**src/rtl/mult_job_scheduler_pkg.sv**
```systemverilog
// +----------------------------------------------------------------------+
// | mult_job_scheduler_pkg : shared state encoding and constants          |
// | Revision: 1.0                                                         |
// +----------------------------------------------------------------------+
`default_nettype none

package mult_job_scheduler_pkg;

  localparam int DEFAULT_WORD_LENGTH = 4;

  // Fill bit replicated across the product width to form the timeout result.
  localparam logic TIMEOUT_FILL = 1'b1;

  typedef enum logic [2:0] {
    IDLE  = 3'd0,
    FLUSH = 3'd1,
    LOAD  = 3'd2,
    WAIT  = 3'd3,
    OUT   = 3'd4
  } state_e;

endpackage

`default_nettype wire

```
**src/rtl/mult_job_scheduler_sync_fifo.sv**
```systemverilog
// +----------------------------------------------------------------------+
// | sync_fifo : count-based synchronous FIFO, first-word-fall-through     |
// | Revision: 1.0                                                         |
// +----------------------------------------------------------------------+
`default_nettype none

module sync_fifo #(
  parameter int WIDTH = 8,
  parameter int DEPTH = 4
) (
  input  logic             clk,
  input  logic             reset,
  input  logic             push,
  input  logic [WIDTH-1:0] push_data,
  input  logic             pop,
  output logic [WIDTH-1:0] pop_data,
  output logic             full,
  output logic             empty
);

  localparam int AW   = (DEPTH > 1) ? $clog2(DEPTH) : 1;
  localparam int CNTW = AW + 1;

  logic [WIDTH-1:0] mem_q [DEPTH];
  logic [WIDTH-1:0] mem_d [DEPTH];
  logic [AW-1:0]    wr_ptr_q, wr_ptr_d;
  logic [AW-1:0]    rd_ptr_q, rd_ptr_d;
  logic [CNTW-1:0]  count_q, count_d;
  logic             do_push;
  logic             do_pop;

  assign full     = (count_q == CNTW'(DEPTH));
  assign empty    = (count_q == '0);
  assign pop_data = mem_q[rd_ptr_q];
  assign do_push  = push && !full;
  assign do_pop   = pop && !empty;

  // Pointers wrap for free because DEPTH is a power of two.
  always_comb begin
    mem_d    = mem_q;
    wr_ptr_d = wr_ptr_q;
    rd_ptr_d = rd_ptr_q;
    count_d  = count_q + CNTW'(do_push) - CNTW'(do_pop);
    if (do_push) begin
      mem_d[wr_ptr_q] = push_data;
      wr_ptr_d        = wr_ptr_q + 1'b1;
    end
    if (do_pop) begin
      rd_ptr_d = rd_ptr_q + 1'b1;
    end
  end

  always_ff @(posedge clk or posedge reset) begin
    if (reset) begin
      for (int i = 0; i < DEPTH; i++) begin
        mem_q[i] <= '0;
      end
      wr_ptr_q <= '0;
      rd_ptr_q <= '0;
      count_q  <= '0;
    end else begin
      mem_q    <= mem_d;
      wr_ptr_q <= wr_ptr_d;
      rd_ptr_q <= rd_ptr_d;
      count_q  <= count_d;
    end
  end

endmodule

`default_nettype wire

```
**src/rtl/mult_job_scheduler.sv**
```systemverilog
// +----------------------------------------------------------------------+
// | mult_job_scheduler : queues operand pairs and issues them in order to |
// | a sequential shift-add multiplier. Revision: 1.0                      |
// +----------------------------------------------------------------------+
`default_nettype none

module mult_job_scheduler
  import mult_job_scheduler_pkg::*;
#(
  parameter int WORD_LENGTH = DEFAULT_WORD_LENGTH,
  parameter int FIFO_DEPTH  = 4,
  parameter int TIMEOUT     = WORD_LENGTH + 4
) (
  input  logic                     clk,
  input  logic                     reset,
  input  logic                     in_valid,
  output logic                     in_ready,
  input  logic [WORD_LENGTH-1:0]   in_a,
  input  logic [WORD_LENGTH-1:0]   in_b,
  output logic                     out_valid,
  input  logic                     out_ready,
  output logic [2*WORD_LENGTH-1:0] out_product,
  output logic                     mult_start,
  output logic [WORD_LENGTH-1:0]   mult_word0,
  output logic [WORD_LENGTH-1:0]   mult_word1,
  input  logic                     mult_ready,
  input  logic [2*WORD_LENGTH-1:0] mult_product,
  output logic                     busy,
  output logic                     err
);

  localparam int PW = 2 * WORD_LENGTH;
  localparam int CW = $clog2(TIMEOUT + 1);
  localparam logic [CW-1:0] TIMEOUT_CNT = CW'(TIMEOUT);

  state_e                 state_q, state_d;
  logic [WORD_LENGTH-1:0] job_a_q, job_a_d;
  logic [WORD_LENGTH-1:0] job_b_q, job_b_d;
  logic [PW-1:0]          out_product_q, out_product_d;
  logic                   out_valid_q, out_valid_d;
  logic                   err_q, err_d;
  logic [CW-1:0]          tcnt_q, tcnt_d;

  logic                   fifo_full;
  logic                   fifo_empty;
  logic                   fifo_pop;
  logic [PW-1:0]          fifo_rdata;

  sync_fifo #(
    .WIDTH (PW),
    .DEPTH (FIFO_DEPTH)
  ) u_fifo (
    .clk       (clk),
    .reset     (reset),
    .push      (in_valid && in_ready),
    .push_data ({in_a, in_b}),
    .pop       (fifo_pop),
    .pop_data  (fifo_rdata),
    .full      (fifo_full),
    .empty     (fifo_empty)
  );

  assign in_ready    = !fifo_full;
  assign out_valid   = out_valid_q;
  assign out_product = out_product_q;
  assign err         = err_q;
  assign busy        = (state_q != IDLE) || !fifo_empty;

  always_comb begin
    state_d       = state_q;
    job_a_d       = job_a_q;
    job_b_d       = job_b_q;
    out_product_d = out_product_q;
    out_valid_d   = out_valid_q;
    err_d         = err_q;
    tcnt_d        = tcnt_q;
    fifo_pop      = 1'b0;
    mult_start    = 1'b0;
    mult_word0    = '0;
    mult_word1    = '0;

    case (state_q)
      IDLE: begin
        if (!fifo_empty) begin
          fifo_pop           = 1'b1;
          {job_a_d, job_b_d} = fifo_rdata;
          state_d            = FLUSH;
        end
      end

      // A start with both words zero clears the multiplier accumulator.
      FLUSH: begin
        if (mult_ready) begin
          mult_start = 1'b1;
          if ((job_a_q == '0) || (job_b_q == '0)) begin
            out_product_d = '0;
            out_valid_d   = 1'b1;
            state_d       = OUT;
          end else begin
            state_d = LOAD;
          end
        end
      end

      LOAD: begin
        if (mult_ready) begin
          mult_start = 1'b1;
          mult_word0 = job_a_q;
          mult_word1 = job_b_q;
          tcnt_d     = '0;
          state_d    = WAIT;
        end
      end

      // Ready is still high on the first WAIT cycle; the multiplier drops it a cycle late.
      WAIT: begin
        tcnt_d = tcnt_q + 1'b1;
        if ((tcnt_q != '0) && mult_ready) begin
          out_product_d = mult_product;
          out_valid_d   = 1'b1;
          state_d       = OUT;
        end else if (tcnt_d == TIMEOUT_CNT) begin
          err_d         = 1'b1;
          out_product_d = {PW{TIMEOUT_FILL}};
          out_valid_d   = 1'b1;
          state_d       = OUT;
        end
      end

      OUT: begin
        if (out_ready) begin
          out_valid_d = 1'b0;
          state_d     = IDLE;
        end
      end

      default: state_d = IDLE;
    endcase
  end

  always_ff @(posedge clk or posedge reset) begin
    if (reset) begin
      state_q       <= IDLE;
      job_a_q       <= '0;
      job_b_q       <= '0;
      out_product_q <= '0;
      out_valid_q   <= 1'b0;
      err_q         <= 1'b0;
      tcnt_q        <= '0;
    end else begin
      state_q       <= state_d;
      job_a_q       <= job_a_d;
      job_b_q       <= job_b_d;
      out_product_q <= out_product_d;
      out_valid_q   <= out_valid_d;
      err_q         <= err_d;
      tcnt_q        <= tcnt_d;
    end
  end

endmodule

`default_nettype wire

```
**config.mk**
```make
export PLATFORM = sky130hd
export DESIGN_NAME = mult_job_scheduler
export DESIGN_NICKNAME = d
export VERILOG_FILES = /design/src/rtl/mult_job_scheduler_pkg.sv /design/src/rtl/mult_job_scheduler_sync_fifo.sv /design/src/rtl/mult_job_scheduler.sv
export SDC_FILE = /design/constraint.sdc
export NUM_CORES = 1
export LEC_CHECK = 0
export ABC_AREA = 1
export BUFFER_PORTS_ARGS = -buffer_cell sky130_fd_sc_hd__buf_2
export CAP_MARGIN = 20
export CORE_MARGIN = 2
export CORE_UTILIZATION = 57
export DETAILED_ROUTE_END_ITERATION = 6
export GPL_ROUTABILITY_DRIVEN = 1
export HOLD_SLACK_MARGIN = 0.08
export PLACE_DENSITY = 0.79
export SYNTH_ARGS = -nofsm -noshare
export SYNTH_HDL_FRONTEND = slang
export SYNTH_SLANG_ARGS = --single-unit
```
**constraint.sdc**
```tcl
create_clock -name clk -period 2.9 [get_ports clk]
set_input_delay 0.29 -clock clk [delete_from_list [all_inputs] [get_ports clk]]
set_output_delay 0.29 -clock clk [all_outputs]
set_load 0.005 [all_outputs]
```
==> results of run 1 <==
synthesized netlist by cell type (2+ instances only):
library cell	n	area [um^2]
buf_2	3	15.0
buf_6	6	67.6
dfrtp_1	64	1600
ha_1	8	100
inv_1	37	139
inv_2	3	11.3
nand2_1	75	282
nand2_2	3	18.8
nand2_4	4	45.0
nand3_1	9	45.0
nand4_1	3	18.8
nor2_1	32	120
o21ai_0	59	295
o21ai_1	10	50.1
o21ai_2	9	78.8
o21bai_1	3	22.5
o22ai_1	9	56.3
xnor2_1	2	17.5
xor2_1	3	26.3
per-layer routing:
metal / GRT usage [%] / part of all wire (%) / routed length, um / vias to the layer above
met3: 4.88 / 5.4 / 338 / 12
met5: 0 / 0 / 0 / -
met4: 9.64 / 1.9 / 118 / 0
met2: 37.2 / 47 / 2960 / 76
li1: - / - / - / 1231
met1: 32.6 / 45 / 2850 / 1153
state kept, by name (all words and copies together), names as in the netlist:
register,count
tcnt_q,4
u_fifo.wr_ptr_q,2
out_valid,1
job_b_q,4
state_q,3
u_fifo.rd_ptr_q,2
err,1
u_fifo.count_q,3
u_fifo.mem_q,32
job_a_q,4
out_product,8
worst min-delay path, cell delays in order:
cell	delay (ns)
buf_2	0.10
nand2_2	0.08
xor2_1	0.06
cells by family after synthesis:
family,Yosys count,share of synthesized area (%)
compound gates,92,16.7
fa+ha+maj,9,3.87
xor+xnor,5,1.41
buf+inv,51,7.87
simple gates,130,18.5
flops,64,51.7
per-stage QoR:
stage	cells	instance area (um^2)	hold slack (ns)	worst slack (ns)	utilization (%)
global route	470	3540	0.235	0.722	68.4
floorplan	351	3100	0.448	0.784	-
detailed placement	454	3320	0.316	0.861	64.2
global placement	454	3320	0.320	0.928	64.2
CTS	470	3540	0.228	0.852	68.4
finish	470	3540	0.243	0.866	68.4
cell type report:
class                   count  area share (%)
clock buffers              12            4.67
well taps                  70            2.48
inverters                  40            4.24
repair buffers             45            6.72
multi-input cells         236            35.5
flip-flops and latches     64            45.3
clock inverters             3            1.13
power by group through the flow:
stage	clock [mW]	sequential [mW]	combinational (mW)
after floorplan	0	1.45	1.27
after global placement	0	1.53	1.41
after detailed placement	0	1.55	1.49
after CTS	0.794	1.54	1.50
after global routing	0.844	1.59	1.74
final	0.782	1.54	1.50
worst paths after layout:
| kind | depth (start not counted) | start | slack (ns) | end |
|---|---|---|---|---|
| max | 8 | u_fifo.count_q[1] | 0.87 | u_fifo.count_q[2] |
| min | 3 | in_valid | 0.24 | u_fifo.wr_ptr_q[0] |
| max reg2reg | 8 | u_fifo.count_q[1] | 0.87 | u_fifo.count_q[2] |
| min reg2reg | 2 | out_product[2] | 0.48 | out_product[2] |
| max in group asynchronous | 4 | reset | 1.73 | u_fifo.mem_q[21] |
| min in group asynchronous | 3 | reset | 0.50 | u_fifo.mem_q[24] |
==> flow_metrics.env, run 1 <==
export IMPL_fin_tns_setup_ns=0
export IMPL_worst_pin_slew_ns=0.598
export IMPL_p_clk_share_pct=20.5
export IMPL_h_tree_depth=3
export IMPL_rows=26
export IMPL_vias=2472
export IMPL_finalWirelength_um=6270
export IMPL_min_path_type="input port to register"
export IMPL_hold_viol=0
export IMPL_post_cts_setup_buffers=0
export IMPL_ys_seq_elements=64
export IMPL_fin_crit_ns=2.03
export IMPL_regArea_um2=1600
export IMPL_gp_congestion=0.830
export IMPL_fin_worst_skew_ns=0.00652
export IMPL_irDropWorstVdd_mv=0.666
export IMPL_synthFlopType="dfrtp_1"
export IMPL_worst_setup_path_type="register to register"
export IMPL_critPathSlowestCell="dfrtp_1"
export IMPL_grt_pass1_vias=2364
export IMPL_synth_area_um2=3100
export IMPL_leakagePower_nw=1.83
export IMPL_synth_async_reset_ratio_pct=100
export IMPL_num_antenna_cells=0
export IMPL_fillers=420
export IMPL_fp_dieW_um=77.8
export IMPL_p_comb_share_pct=39.2
export IMPL_ctsResizeCount=0
export IMPL_crit_buf_inv=2
export IMPL_cts_root_buf="clkbuf_8"
export IMPL_final_nets=426
export IMPL_fmax_mhz=492
export IMPL_critPathMaxFanout=4
export IMPL_io_pins=42
export IMPL_antenna_found_initial=0
export IMPL_ys_seq_area_share_pct=51.7
export IMPL_syn_num_nets=381
export IMPL_grt_pass1_wl_um=11200
export IMPL_fp_dieH_um=77.8
export IMPL_period_share_pct=70.2
export IMPL_start_util_pct=59.9
export IMPL_switchingPower_mw=1.53
export IMPL_cts_hold_buf=1
export IMPL_final_common_cell="nand2_1"
export IMPL_status="completed"
export IMPL_drive_gt1_share_pct=20.8
export IMPL_cpLargestDelayFamily="adder cells"
export IMPL_required_ns=3.12
export IMPL_slew_viol_final=0
export IMPL_dieArea_um2=6050
export IMPL_routed_via_density=5.26
export IMPL_areaGrowthSynthToFinish_pct=14.1
export IMPL_p_seq_share_pct=40.3
export IMPL_switching_share_pct=40.1
export IMPL_synth_area_per_cell_um2=8.83
export IMPL_clock_sinks=64
export IMPL_insertion_delay_ns=0.34
export IMPL_core_um2=5170
export IMPL_drt_iter0_drc=174
export IMPL_dr_pass1_iters=4
export IMPL_grt_usage_pct=23.8
export IMPL_crit_arrival_ns=2.25
export IMPL_avgRoutedWirePerCell_um=13.3
export IMPL_grt_ovfl_total=0
export IMPL_cts_buffer_depth=2
export IMPL_rsz0062_at_grt="false"
export IMPL_synth_edff_count=0
export IMPL_intPower_mw=2.29
export IMPL_numCtsBuffers=9
export IMPL_synth_cell_type_count=28
export IMPL_cts_tree="built"
export IMPL_max_cap_viol_count=0
export IMPL_powerDensity_nw_per_um2=1080
export IMPL_totalPowerFinal_mw=3.82
export IMPL_cp_end_kind="register"
export IMPL_portBuffers=41
export IMPL_syn_inst=351
export IMPL_route_detailed_drc=0
export IMPL_place_hpwl_um=4350
export IMPL_start_kind="register"
export IMPL_yosysWarnings=0
export IMPL_grt_max_degree=26
export IMPL_maxSlewHeadroom_pct=60.1
export IMPL_cts_clk_slew_worst_paths_ns=0.06
export IMPL_ant_nets=0
export IMPL_mostFrequentLayoutCells="75 x nand2_1, 64 x dfrtp_1, 59 x o21ai_0, 41 x buf_2, 36 x inv_1"
export IMPL_path_cells="nor3_1 -> nor3_4 -> ha_1 -> inv_1 -> ha_1 -> inv_1 -> fa_1 -> xnor2_1"
export IMPL_max_stage_delay_ns=0.43
export IMPL_multiInputGateArea_um2=1250
export IMPL_setup_viol_count_final=0
Note: power is estimated with default switching activity, not from simulation.
==> inputs of run 2 (changes only) <==
--- a/config.mk
+++ b/config.mk
@@ -9,11 +9,11 @@
 export BUFFER_PORTS_ARGS = -buffer_cell sky130_fd_sc_hd__buf_2
 export CAP_MARGIN = 20
 export CORE_MARGIN = 2
-export CORE_UTILIZATION = 57
+export CORE_UTILIZATION = 51
 export DETAILED_ROUTE_END_ITERATION = 6
 export GPL_ROUTABILITY_DRIVEN = 1
 export HOLD_SLACK_MARGIN = 0.08
-export PLACE_DENSITY = 0.79
+export PLACE_DENSITY = 0.75
 export SYNTH_ARGS = -nofsm -noshare
 export SYNTH_HDL_FRONTEND = slang
 export SYNTH_SLANG_ARGS = --single-unit
==> constraint.sdc (replaced) <==
create_clock -name clk -period 1.7 [get_ports clk]
set_input_delay 0.17 -clock clk [delete_from_list [all_inputs] [get_ports clk]]
set_output_delay 0.17 -clock clk [all_outputs]
set_load 0.005 [all_outputs]
==> run 2 against run 1 <==
Against the previous run: the flow now finishes with violations (negative setup slack); core utilization shrank 4.2 points; sequential share of layout area shrank 2.9 points; global-route usage shrank 2.3 points; count of clock-buffer cells in the layout shrank 2; sequential power grew 64%; clock skew grew 0.0037 ns; non-clock buffer count grew 15; worst hold slack lost 0.13 ns; critical path depth is the same; via count grew 2.7%; die area grew 11%; flip-flop and latch count is the same; largest cell class unchanged.
==> flow_metrics.env, run 2 (synthesis gave the netlist of run 1 again) <==
export IMPL_switchingPower_mw=2.86
export IMPL_largest_reg_flops=32
export IMPL_rows=28
export IMPL_worst_pin_slew_ns=0.481
export IMPL_portBuffers=41
export IMPL_rsz0062_at_grt="true"
export IMPL_fin_crit_ns=1.79
export IMPL_r2r_end="u_fifo.count_q[1]"
export IMPL_core_um2=5890
export IMPL_numCtsBuffers=9
export IMPL_fmax_mhz=558
export IMPL_clock_sinks=64
export IMPL_powerDensity_nw_per_um2=1830
export IMPL_num_antenna_cells=0
export IMPL_cp_end_kind="register"
export IMPL_p_seq_share_pct=36.3
export IMPL_grt_ovfl_total=0
export IMPL_fin_worst_skew_ns=0.0102
export IMPL_dieArea_um2=6720
export IMPL_fp_dieH_um=82.0
export IMPL_reg2reg_depth=8
export IMPL_ant_nets=0
export IMPL_routed_via_density=5.17
export IMPL_areaGrowthSynthToFinish_pct=21.8
export IMPL_required_ns=1.94
export IMPL_cts_clk_slew_worst_paths_ns=0.07
export IMPL_place_hpwl_um=4360
export IMPL_cts_tree="built"
export IMPL_insertion_delay_ns=0.34
export IMPL_hold_viol=0
export IMPL_min_path_type="input port to register"
export IMPL_fin_ws_ns=-0.0935
export IMPL_io_pins=42
export IMPL_fillers=508
export IMPL_antenna_found_initial=0
export IMPL_critPathMaxFanout=2
export IMPL_drive_gt1_share_pct=27.4
export IMPL_p_comb_share_pct=45.5
export IMPL_leakagePower_nw=1.89
export IMPL_grt_usage_pct=21.5
export IMPL_mostFrequentLayoutCells="74 x nand2_1, 64 x dfrtp_1, 59 x o21ai_0, 41 x buf_2, 33 x inv_1"
export IMPL_irDropWorstVdd_mv=1.20
export IMPL_status="complete, but fails checks"
export IMPL_p_clk_share_pct=18.2
export IMPL_switching_share_pct=41.3
export IMPL_intPower_mw=4.07
export IMPL_r2r_start="u_fifo.count_q[2]"
export IMPL_fp_dieW_um=82.0
export IMPL_registers_top_by_ff_count="u_fifo.mem_q"
export IMPL_route_detailed_drc=0
export IMPL_start_kind="register"
export IMPL_final_nets=441
export IMPL_utilization_pct=64.2
export IMPL_hold_start="in_valid"
export IMPL_finalWirelength_um=6560
export IMPL_cts_root_buf="clkbuf_8"
export IMPL_grt_pass1_wl_um=10800
export IMPL_cts_buffer_depth=2
export IMPL_drt_iter0_drc=136
export IMPL_setup_viol_count_final=2
export IMPL_period_share_pct=105
export IMPL_totalPowerFinal_mw=6.93
export IMPL_grt_pass1_vias=2337
export IMPL_max_cap_viol_count=0
export IMPL_dr_pass1_iters=4
export IMPL_slew_viol_final=0
export IMPL_worst_setup_path_type="register to register"
export IMPL_hold_depth=3
export IMPL_violations="negative setup slack"
export IMPL_final_common_cell="nand2_1"
export IMPL_maxSlewHeadroom_pct=67.9
export IMPL_h_tree_depth=3
export IMPL_avgRoutedWirePerCell_um=13.4
export IMPL_grt_max_degree=50
export IMPL_gp_congestion=0.789
export IMPL_crit_arrival_ns=2.04
export IMPL_r2r_slack_ns=-0.09
export IMPL_hold_end="u_fifo.wr_ptr_q[0]"
export IMPL_vias=2539
export IMPL_start_util_pct=52.7
-- run 2: cell count changes in the layout (fill, tap and decap cells not counted), moves of 3 or more --
cell,before,now
buf_6,0,3
inv_1,36,33
clkbuf_8,12,9
nor2_1,32,24
buf_4,3,14
clkinvlp_4,0,3
nor2_4,0,9
-- run 2: final cells by class --
cell class                 count  area, um^2  area share [%]
sequential                    64        1600            42.4
multi-input combinational    236        1370            36.2
inverter                      40         154            4.07
tap                           75        93.8            2.48
clock inverter                 6        60.1            1.59
timing repair buffer          60         374            9.90
clock buffer                  10         128            3.38
-- run 2: timing repair --
| action | in CTS | in global routing |
|---|---|---|
| resized for setup | 2 | 22 |
| hold buffers | 1 | 0 |
| gates cloned | 0 | 1 |
| pin swaps | 3 | 3 |
| setup endpoints to repair | 10 | 11 |
| endpoints found under the hold margin | 15 | 0 |
| setup buffers | 2 | 2 |
-- run 2: worst max-delay path by stage --
| stage | start | slack [ns] | end | cells past startpoint |
|---|---|---|---|---|
| floorplan | state_q[2] | -0.40 | u_fifo.count_q[1] | 10 |
| global placement | state_q[2] | -0.09 | u_fifo.count_q[1] | 9 |
| detailed placement | state_q[0] | -0.15 | u_fifo.count_q[1] | 9 |
| CTS | state_q[0] | -0.12 | u_fifo.count_q[1] | 9 |
| global route | u_fifo.count_q[2] | -0.17 | u_fifo.count_q[1] | 8 |
| finish | u_fifo.count_q[2] | -0.09 | u_fifo.count_q[1] | 8 |
-- run 2: metrics by stage --
step | setup TNS, ns | area [um^2] | std cells | worst slack, ns | hold slack (ns)
after floorplan | -0.714 | 3140 | 351 | -0.397 | 0.301
after global placement | -0.0938 | 3450 | 469 | -0.0872 | 0.186
after detailed placement | -0.221 | 3450 | 469 | -0.146 | 0.182
after CTS | -0.170 | 3680 | 488 | -0.120 | 0.0970
after global routing | -0.782 | 3780 | 491 | -0.165 | 0.118
final | -0.114 | 3780 | 491 | -0.0935 | 0.108
-- run 2: per-layer routing --
metal	vias up	track usage [%]	routed length, um
li1	1256	-	-
met2	63	35.7	3190
met1	1206	27.3	2930
met4	0	10.3	170
met3	14	3.63	272
met5	-	0	0
-- run 2: power by group through the flow --
stage          registers [mW]  clock network, mW  logic [mW]
5_1_grt                  2.60               1.36        3.57
2_1_floorplan            2.47                  0        2.26
3_3_place_gp             2.50                  0        2.83
4_1_cts                  2.51               1.28        3.01
6_report                 2.52               1.26        3.15
3_5_place_dp             2.53                  0        2.95
-- run 2: worst max-delay path: stages, from the launching register on --
cell and delay [ns]:
dfrtp_1 0.41, nor3_4 0.25, nor3_4 0.08, ha_4 0.21, inv_2 0.05, ha_4 0.11
inv_2 0.03, fa_2 0.52, inv_2 0.03
==> inputs of run 3 (changes only) <==
--- a/config.mk
+++ b/config.mk
@@ -8,11 +8,12 @@
 export ABC_AREA = 1
 export BUFFER_PORTS_ARGS = -buffer_cell sky130_fd_sc_hd__buf_2
 export CAP_MARGIN = 20
-export CORE_MARGIN = 2
+export CORE_MARGIN = 4
 export CORE_UTILIZATION = 51
 export DETAILED_ROUTE_END_ITERATION = 6
 export GPL_ROUTABILITY_DRIVEN = 1
 export HOLD_SLACK_MARGIN = 0.08
+export MAX_ROUTING_LAYER = met4
 export PLACE_DENSITY = 0.75
 export SYNTH_ARGS = -nofsm -noshare
 export SYNTH_HDL_FRONTEND = slang
==> run 3 against run 2 <==
Against the previous run: die area up 10%; the flow still finishes with violations (negative setup slack); design area up 2.8%; critical path type unchanged; largest cell class unchanged; global-route usage down 1.4 points; clock power down 9%; critical endpoint unchanged; worst hold slack better by 0.012 ns; fmax down 1.8%; routed wire length up 5.2%; critical path depth up 1; largest power group unchanged; final cell count up 1.6%.
==> flow_metrics.env, run 3 (synthesis gave the netlist of run 1 again) <==
export IMPL_powerDensity_nw_per_um2=1820
export IMPL_cts_clk_slew_worst_paths_ns=0.06
export IMPL_rsz0062_at_grt="true"
export IMPL_registers_top_by_ff_count="u_fifo.mem_q"
export IMPL_fp_dieW_um=86.0
export IMPL_r2r_slack_ns=-0.13
export IMPL_fp_dieH_um=86.0
export IMPL_cts_buffer_depth=2
export IMPL_clock_sinks=64
export IMPL_finalWirelength_um=6900
export IMPL_largest_reg_flops=32
export IMPL_antenna_found_initial=0
export IMPL_max_cap_viol_count=0
export IMPL_hold_depth=3
export IMPL_irDropWorstVdd_mv=0.770
export IMPL_rows=28
export IMPL_cts_root_buf="clkbuf_8"
export IMPL_io_pins=42
export IMPL_portBuffers=41
export IMPL_numCtsBuffers=9
export IMPL_maxSlewHeadroom_pct=69.0
export IMPL_r2r_start="state_q[2]"
export IMPL_min_path_type="input port to register"
export IMPL_leakagePower_nw=1.93
export IMPL_grt_pass1_vias=2528
export IMPL_crit_arrival_ns=2.06
export IMPL_core_um2=5920
export IMPL_avgRoutedWirePerCell_um=13.8
export IMPL_totalPowerFinal_mw=7.08
export IMPL_hold_end="u_fifo.mem_q[5]"
export IMPL_fillers=499
export IMPL_cts_tree="built"
export IMPL_num_antenna_cells=0
export IMPL_hold_viol=0
export IMPL_dpl_instance_area_um2=3470
export IMPL_mostFrequentLayoutCells="71 x nand2_1, 64 x dfrtp_1, 59 x o21ai_0, 41 x buf_2, 33 x inv_1"
export IMPL_period_share_pct=107
export IMPL_final_nets=450
export IMPL_routed_via_density=5.22
export IMPL_final_cell_area_um2=3880
export IMPL_areaGrowthSynthToFinish_pct=25.2
export IMPL_start_util_pct=52.4
export IMPL_status="complete, but fails checks"
export IMPL_cp_end_kind="register"
export IMPL_critPathSlowestCell="fa_2"
export IMPL_crit_top_cell="inv_2"
export IMPL_grt_ovfl_total=0
export IMPL_dieArea_um2=7390
export IMPL_path_cells="inv_2 -> nand2_4 -> nor3_4 -> ha_4 -> inv_2 -> ha_4 -> inv_2 -> fa_2 -> inv_1"
export IMPL_gp_congestion=0.814
export IMPL_required_ns=1.93
export IMPL_ant_nets=0
export IMPL_vias=2607
export IMPL_fmax_mhz=548
export IMPL_setup_viol_count_final=6
export IMPL_critPathMaxFanout=2
export IMPL_fin_ws_ns=-0.126
export IMPL_hold_start="in_a[1]"
export IMPL_grt_max_degree=65
export IMPL_grt_usage_pct=20.1
export IMPL_start_kind="register"
export IMPL_max_stage_delay_ns=0.51
export IMPL_violations="negative setup slack"
export IMPL_reg2reg_depth=9
export IMPL_final_common_cell="nand2_1"
export IMPL_fin_tns_setup_ns=-0.266
export IMPL_dr_pass1_iters=4
export IMPL_slew_viol_final=0
export IMPL_insertion_delay_ns=0.33
export IMPL_place_hpwl_um=4360
export IMPL_worst_pin_slew_ns=0.465
export IMPL_fin_worst_skew_ns=0.00380
export IMPL_route_detailed_drc=0
export IMPL_h_tree_depth=3
export IMPL_drive_gt1_share_pct=29.2
export IMPL_worst_setup_path_type="register to register"
export IMPL_grt_pass1_wl_um=11300
export IMPL_drt_iter0_drc=150
export IMPL_r2r_end="u_fifo.count_q[1]"
export IMPL_fin_crit_ns=1.83
==> run 3: cell count changes in the layout (fill, tap and decap cells not counted), sizes merged <==
cell	change
buf	+6
clkinvlp	-2
clkinv	-3
clkbuf	+5
nand3	+3
bufinv	-1
==> run 3: where the power goes <==
part | internal (mW) | switching [mW] | total (mW)
combinational | 1.38 | 2.04 | 3.42
clock | 0.605 | 0.541 | 1.15
sequential | 2.16 | 0.353 | 2.52
total | 4.15 | 2.94 | 7.08
==> run 3: per-stage QoR <==
stage | hold slack [ns] | setup WS, ns | instances | util (%)
floorplan | 0.301 | -0.397 | 351 | -
global placement | 0.289 | -0.0866 | 471 | 58.6
detailed placement | 0.291 | -0.156 | 471 | 58.6
CTS | 0.109 | -0.132 | 491 | 62.1
global route | 0.133 | -0.203 | 499 | 65.6
finish | 0.121 | -0.126 | 499 | 65.6
==> run 3: how the worst max path moves through the flow <==
stage                from                 to  slack [ns]  cells after the start
6_report       state_q[2]  u_fifo.count_q[1]       -0.13                      9
5_1_grt        state_q[0]  u_fifo.count_q[1]       -0.20                      9
4_1_cts        state_q[2]  u_fifo.count_q[1]       -0.13                      9
3_5_place_dp   state_q[2]  u_fifo.count_q[1]       -0.16                      9
3_3_place_gp   state_q[2]  u_fifo.count_q[1]       -0.09                      9
2_1_floorplan  state_q[2]  u_fifo.count_q[1]       -0.40                     10
==> run 3: routing by layer <==
| metal | vias up | wire [um] | global-route usage, % |
|---|---|---|---|
| met1 | 1238 | 2920 | 24.2 |
| met3 | 14 | 366 | 3.94 |
| met2 | 69 | 3520 | 33.0 |
| met4 | 0 | 95 | 8.35 |
| met5 | - | 0 | - |
| li1 | 1286 | - | - |
==> run 3: final cells by class <==
cell class | count | area, um^2 | share of cell area (%)
clock buffer | 15 | 166 | 4.29
inverter | 40 | 154 | 3.96
multi-input combinational | 239 | 1440 | 37.2
sequential | 64 | 1600 | 41.3
tap | 75 | 93.8 | 2.42
timing repair buffer | 66 | 423 | 10.9
==> run 3: timing repair <==
item / in CTS / in global routing
buffers inserted: 4 / 6
setup endpoints to repair: 2 / 22
cloned: 0 / 4
hold endpoints to repair: 64 / 0
hold buffers: 1 / 0
gates resized for setup: 1 / 35
pin swaps: 1 / 8
==> run 3: worst max-delay path, delay by kind of cell, from the launching register on <==
kind | cells | cell delay [ns]
DFF | 1 | 0.39
and+or+nand+nor | 2 | 0.27
adders and majority gates | 3 | 0.85
buffers and inverters | 4 | 0.21
